## src/rtl/enc_pkg.sv

```systemverilog
// Shared types, widths and helpers for the registered 8-to-3 priority encoder.
package enc_pkg;

  localparam int unsigned ENC_IN_W   = 8;
  localparam int unsigned ENC_CODE_W = 3;

  typedef enum logic [1:0] {
    StIdle,
    StSettle,
    StLocked
  } enc_state_e;

  function automatic logic [3:0] popcount8(input logic [ENC_IN_W-1:0] v);
    logic [3:0] cnt;
    cnt = '0;
    for (int i = 0; i < ENC_IN_W; i++) begin
      cnt = cnt + {3'b000, v[i]};
    end
    return cnt;
  endfunction

endpackage

```

## src/rtl/enc4to2.sv

```systemverilog
// 4-to-2 priority encoder for one nibble; bit 3 has the highest priority.
module enc4to2 (
  input  logic [3:0] in_i,
  output logic [1:0] out_o,
  output logic       any_o
);

  always_comb begin
    out_o = 2'd0;
    if (in_i[3]) begin
      out_o = 2'd3;
    end else if (in_i[2]) begin
      out_o = 2'd2;
    end else if (in_i[1]) begin
      out_o = 2'd1;
    end
  end

  assign any_o = |in_i;

endmodule

```

## src/rtl/prio_enc8.sv

```systemverilog
// Registered 8-to-3 priority encoder with per-bit synchronizer and whole-vector debounce.
module prio_enc8
  import enc_pkg::*;
#(
  parameter int unsigned DEB_CYCLES = 4
) (
  input  logic                  clk_i,
  input  logic                  rst_ni,
  input  logic                  en_i,
  input  logic [ENC_IN_W-1:0]   d_i,
  output logic [ENC_CODE_W-1:0] code_o,
  output logic                  valid_o,
  output logic                  multi_o,
  output logic                  chg_o
);

  localparam int unsigned CntW = $clog2(DEB_CYCLES);
  localparam logic [CntW-1:0] CntMax = CntW'(DEB_CYCLES - 1);

  logic [ENC_IN_W-1:0]   s1_q, s2_q;
  enc_state_e            state_q, state_d;
  logic [ENC_IN_W-1:0]   cand_q, cand_d;
  logic [ENC_IN_W-1:0]   held_q, held_d;
  logic [CntW-1:0]       cnt_q, cnt_d;
  logic [ENC_CODE_W-1:0] code_q, code_d;
  logic                  valid_q, valid_d;
  logic                  multi_q, multi_d;
  logic                  chg_q, chg_d;

  logic [1:0]            hi_code, lo_code;
  logic                  hi_any, lo_any;
  logic [ENC_CODE_W-1:0] cand_code;

  enc4to2 u_enc_hi (
    .in_i  (cand_q[7:4]),
    .out_o (hi_code),
    .any_o (hi_any)
  );

  enc4to2 u_enc_lo (
    .in_i  (cand_q[3:0]),
    .out_o (lo_code),
    .any_o (lo_any)
  );

  // lo_any is implied by |cand_q; the lower nibble only matters when the upper one is empty.
  assign cand_code = {hi_any, hi_any ? hi_code : (lo_any ? lo_code : 2'd0)};

  // Synchronizer runs regardless of en_i so a re-enable sees current pin state.
  always_ff @(posedge clk_i or negedge rst_ni) begin
    if (!rst_ni) begin
      s1_q <= '0;
      s2_q <= '0;
    end else begin
      s1_q <= d_i;
      s2_q <= s1_q;
    end
  end

  always_comb begin
    state_d = state_q;
    cand_d  = cand_q;
    held_d  = held_q;
    cnt_d   = cnt_q;
    code_d  = code_q;
    valid_d = valid_q;
    multi_d = multi_q;
    chg_d   = 1'b0;

    if (!en_i) begin
      state_d = StIdle;
      cand_d  = '0;
      held_d  = '0;
      cnt_d   = '0;
      code_d  = '0;
      valid_d = 1'b0;
      multi_d = 1'b0;
    end else begin
      unique case (state_q)
        StIdle: begin
          if (s2_q != '0) begin
            state_d = StSettle;
            cand_d  = s2_q;
            cnt_d   = '0;
          end
        end
        StSettle: begin
          if (s2_q != cand_q) begin
            cand_d = s2_q;
            cnt_d  = '0;
          end else if (cnt_q == CntMax) begin
            held_d  = cand_q;
            code_d  = cand_code;
            valid_d = |cand_q;
            multi_d = popcount8(cand_q) > 4'd1;
            chg_d   = cand_q != held_q;
            state_d = (cand_q != '0) ? StLocked : StIdle;
          end else begin
            cnt_d = cnt_q + CntW'(1);
          end
        end
        StLocked: begin
          // Outputs hold their previous values while the new vector settles.
          if (s2_q != held_q) begin
            state_d = StSettle;
            cand_d  = s2_q;
            cnt_d   = '0;
          end
        end
        default: begin
          state_d = StIdle;
        end
      endcase
    end
  end

  always_ff @(posedge clk_i or negedge rst_ni) begin
    if (!rst_ni) begin
      state_q <= StIdle;
      cand_q  <= '0;
      held_q  <= '0;
      cnt_q   <= '0;
      code_q  <= '0;
      valid_q <= 1'b0;
      multi_q <= 1'b0;
      chg_q   <= 1'b0;
    end else begin
      state_q <= state_d;
      cand_q  <= cand_d;
      held_q  <= held_d;
      cnt_q   <= cnt_d;
      code_q  <= code_d;
      valid_q <= valid_d;
      multi_q <= multi_d;
      chg_q   <= chg_d;
    end
  end

  assign code_o  = code_q;
  assign valid_o = valid_q;
  assign multi_o = multi_q;
  assign chg_o   = chg_q;

endmodule

```

## config.mk

```make
export PLATFORM = sky130hd
export DESIGN_NAME = prio_enc8
export DESIGN_NICKNAME = d
export VERILOG_FILES = /design/src/rtl/enc_pkg.sv /design/src/rtl/enc4to2.sv /design/src/rtl/prio_enc8.sv
export SDC_FILE = /design/constraint.sdc
export NUM_CORES = 1
export LEC_CHECK = 0
export CAP_MARGIN = 20
export CORE_MARGIN = 3
export CORE_UTILIZATION = 57
export DETAILED_ROUTE_END_ITERATION = 7
export PLACE_DENSITY = 0.78
export SYNTH_ARGS = -nofsm -noshare
export SYNTH_HDL_FRONTEND = slang
export SYNTH_SLANG_ARGS = --single-unit
```

## constraint.sdc

```tcl
create_clock -name clk_i -period 4.05 [get_ports clk_i]
set_clock_uncertainty 0.15 [all_clocks]
set_input_delay 0.405 -clock clk_i [delete_from_list [all_inputs] [get_ports clk_i]]
set_output_delay 0.405 -clock clk_i [all_outputs]
set_load 0.01 [all_outputs]
```

==> impl_metrics.env <==
export IMPL_status="completed"
export IMPL_clkSlewWorstSetupHoldPaths_ns=0.07
export IMPL_postCtsSetupBuffers=0
export IMPL_grt_setup_unrepaired="false"
export IMPL_nets=240
export IMPL_finalSetupViolations=0
export IMPL_via_count=1444
export IMPL_cts_sinks=42
export IMPL_fmax_ghz=0.276
export IMPL_syn_inst=202
export IMPL_multi_input_logic_area_um2=1000
export IMPL_synth_top_cell_by_area="sky130_fd_sc_hd__dfrtp_1"
export IMPL_grtUsageTotal_pct=20.5
export IMPL_cts_hold_buffers_added=0
export IMPL_clock_latency_ns=0.29
export IMPL_clock_root_buffer="sky130_fd_sc_hd__clkbuf_8"
export IMPL_synth_async_reset_ratio_pct=100
export IMPL_grt_pass1_vias=1415
export IMPL_seqCellArea_um2=1050
export IMPL_grt_antenna_before_repair=0
export IMPL_vdd_drop_max_mv=0.305
export IMPL_wire_length_of_the_first_global_routing_pass_mm=6.74
export IMPL_clock_tree_htree_level_count=2
export IMPL_io_pin_count=17
export IMPL_synth_ff_latch_count=42
export IMPL_final_core_utilization_pct=70.2
export IMPL_ctsLongestPathBuffers=2
export IMPL_setup_worst_path_end_class="flop"
export IMPL_final_min_clock_period_ns=3.62
export IMPL_die_area_um2=4600
export IMPL_maxSlewHeadroom_pct=40.8
export IMPL_placementRows=21
export IMPL_synthesis_area_um2=2180
export IMPL_via_per_inst=5.51
export IMPL_yosysUniqueCellTypes=33
export IMPL_iteration_0_drc_markers=93
export IMPL_core_area_um2=3490
export IMPL_tritoncts_num_buffers=5
export IMPL_post_cts_resized=0
export IMPL_overall_die_height_um=67.9
export IMPL_routed_wirelength_mm=3.99
export IMPL_port_buffer_count=16
export IMPL_area_delta_synth_final_pct=12.5
export IMPL_finalWeightedCongestion=0.850
export IMPL_ys_warnings_count=0
export IMPL_p_per_area_nw_per_um2=534
export IMPL_grt_start_max_net_pins=43
export IMPL_timing_hold_worst_class="input pin to async pin"
export IMPL_syn_num_nets=226
export IMPL_final_hold_violation_count=0
export IMPL_synth_top_cells_by_area="sky130_fd_sc_hd__dfrtp_1 (48%), sky130_fd_sc_hd__mux2i_1 (9.2%), sky130_fd_sc_hd__xor2_1 (6.4%), sky130_fd_sc_hd__ha_1 (5.2%), sky130_fd_sc_hd__nand2_1 (4.0%)"
export IMPL_cp_slowest_cell="sky130_fd_sc_hd__fa_1"
export IMPL_timing_critical_path_fanout_max=6
export IMPL_num_fill_cells=273
export IMPL_detailed_place_hpwl_mm=2.93
export IMPL_antenna_left=0
export IMPL_initial_utilization_pct=62.4
export IMPL_synthesis_area_per_instance_um2=10.8
export IMPL_floorplan_die_width_um=67.9
export IMPL_slew_viol_final=0
export IMPL_timing_critical_path_mode_cell="sky130_fd_sc_hd__fa_1"
export IMPL_fin_tns_setup_ns=0
export IMPL_placed_cells=255
export IMPL_final_cells=262
export IMPL_crit_path_start_kind="flop"
export IMPL_worst_ep_required_time_ns=4.06
export IMPL_worstMarginPinSlew_ns=0.888
export IMPL_crit_type="flop to flop"
export IMPL_worst_slack_ns=0.428
export IMPL_dp_worst_setup_slack_ns=0.453
export IMPL_drt_first_pass_iters=4
export IMPL_p_leak_nw=1.23
export IMPL_grt_overflow_total=0
export IMPL_drv_max_cap_violation_count=0
export IMPL_synth_edff_count=0
export IMPL_layout_drive_gt1_share_pct=6.02
export IMPL_seq_area_frac_synth_pct=48.2
export IMPL_cts_tree="done"
export IMPL_critical_path_max_stage_delay_ns=0.57
export IMPL_synth_cells_most_frequent="sky130_fd_sc_hd__dfrtp_1 (42), sky130_fd_sc_hd__nand2_1 (23), sky130_fd_sc_hd__mux2i_1 (20)"
export IMPL_drcViolationCount=0
export IMPL_routedWlPerCell_um=15.2
export IMPL_crit_path_cell_trace="fa_1 -> inv_1 -> fa_1 -> fa_1 -> inv_1 -> ha_1 -> inv_1 -> fa_1 -> a2111oi_0 -> o21ai_0 -> mux2i_1 -> nor2_1"
export IMPL_diodes=0
export IMPL_timing_critical_path_arrival_ns=3.63
export IMPL_postSynth_topFlopCell="sky130_fd_sc_hd__dfrtp_1"
export IMPL_synth_largest_type_area_fraction_pct=48.2
export IMPL_post_synth_top_count_cell="sky130_fd_sc_hd__dfrtp_1"
export IMPL_post_route_period_util_pct=89.4
-- worst max-delay path: cells and delay by family, from the launching register on --
kind	cells	cell delay [ns]
mux	1	0.14
flops	1	0.47
compound gates	2	0.49
fa+ha+maj	5	2.00
buf+inv	3	0.18
simple gates	1	0.06
-- metrics by stage --
stage | area [um^2] | total power, W | hold WS [ns]
2_1_floorplan | 2180 | 0.000886 | -0.0406
3_3_place_gp | 2340 | 0.000958 | 0.182
3_5_place_dp | 2340 | 0.000991 | 0.186
4_1_cts | 2450 | 0.00133 | 0.119
5_1_grt | 2450 | 0.00140 | 0.142
6_report | 2450 | 0.00131 | 0.0748
-- kinds of logic after synthesis --
| logic type | count (synthesis) | synth area share (%) |
|---|---|---|
| compound gates | 16 | 4.76 |
| fa+ha+maj | 13 | 8.84 |
| xor+xnor | 24 | 9.64 |
| simple gates | 60 | 13.5 |
| mux | 20 | 9.18 |
| flops | 42 | 48.2 |
| buf+inv | 27 | 5.85 |
-- final timing paths --
| path | depth (start not counted) | from | slack [ns] | end |
|---|---|---|---|---|
| max | 12 | cand_q[0]$_DFFE_PN0P_ | 0.43 | multi_o$_DFFE_PN0P_ |
| min | 1 | rst_ni | 0.07 | chg_o$_DFF_PN0_ |
| max reg2reg | 12 | cand_q[0]$_DFFE_PN0P_ | 0.43 | multi_o$_DFFE_PN0P_ |
| min reg2reg | 0 | s1_q[6]$_DFF_PN0_ | 0.20 | s2_q[6]$_DFF_PN0_ |
| max in group asynchronous | 1 | rst_ni | 3.11 | held_q[0]$_DFFE_PN0P_ |
| min in group clk_i | 0 | s1_q[6]$_DFF_PN0_ | 0.20 | s2_q[6]$_DFF_PN0_ |
-- final cells by class --
class / count / share of cell area [%]
sequential: 42 / 42.8
multi-input combinational: 133 / 40.8
timing repair buffer: 18 / 6.94
clock buffer: 6 / 3.37
inverter: 16 / 2.45
tap: 46 / 2.35
clock inverter: 1 / 1.22
-- layout by cell type, fill, tap and decap left out, types with 6 or more instances in the layout --
cell                              instances
sky130_fd_sc_hd__nor2_1                  12
sky130_fd_sc_hd__nand2_1                 23
sky130_fd_sc_hd__xnor2_1                  8
sky130_fd_sc_hd__inv_1                   16
sky130_fd_sc_hd__clkbuf_8                 6
sky130_fd_sc_hd__dfrtp_1                 42
sky130_fd_sc_hd__ha_1                     9
sky130_fd_sc_hd__clkdlybuf4s50_1         15
sky130_fd_sc_hd__mux2i_1                 20
sky130_fd_sc_hd__xor2_1                  16
-- flip-flops by register name (all words and copies together) (netlist names) --
name     cells
cnt_q        2
valid_o      1
code_o       3
chg_o        1
held_q       8
state_q      2
cand_q       8
s2_q         8
multi_o      1
s1_q         8
-- power by group --
part / total [W] / switching, W / internal [W] / leakage (nW)
clock network: 0.000327 / 0.000130 / 0.000197 / 0.0573
registers: 0.000538 / 0.0000787 / 0.000460 / 0.541
logic: 0.000443 / 0.000249 / 0.000195 / 0.632
-- layer usage --
layer | GRT usage, % | vias up | part of all wire [%]
met3 | 5.75 | 13 | 5.8
met4 | 9.43 | 0 | 3.0
met5 | 0 | - | 0
met2 | 31.3 | 41 | 48
met1 | 27.1 | 696 | 44
li1 | - | 694 | -
(Power assumes the default switching activity.)
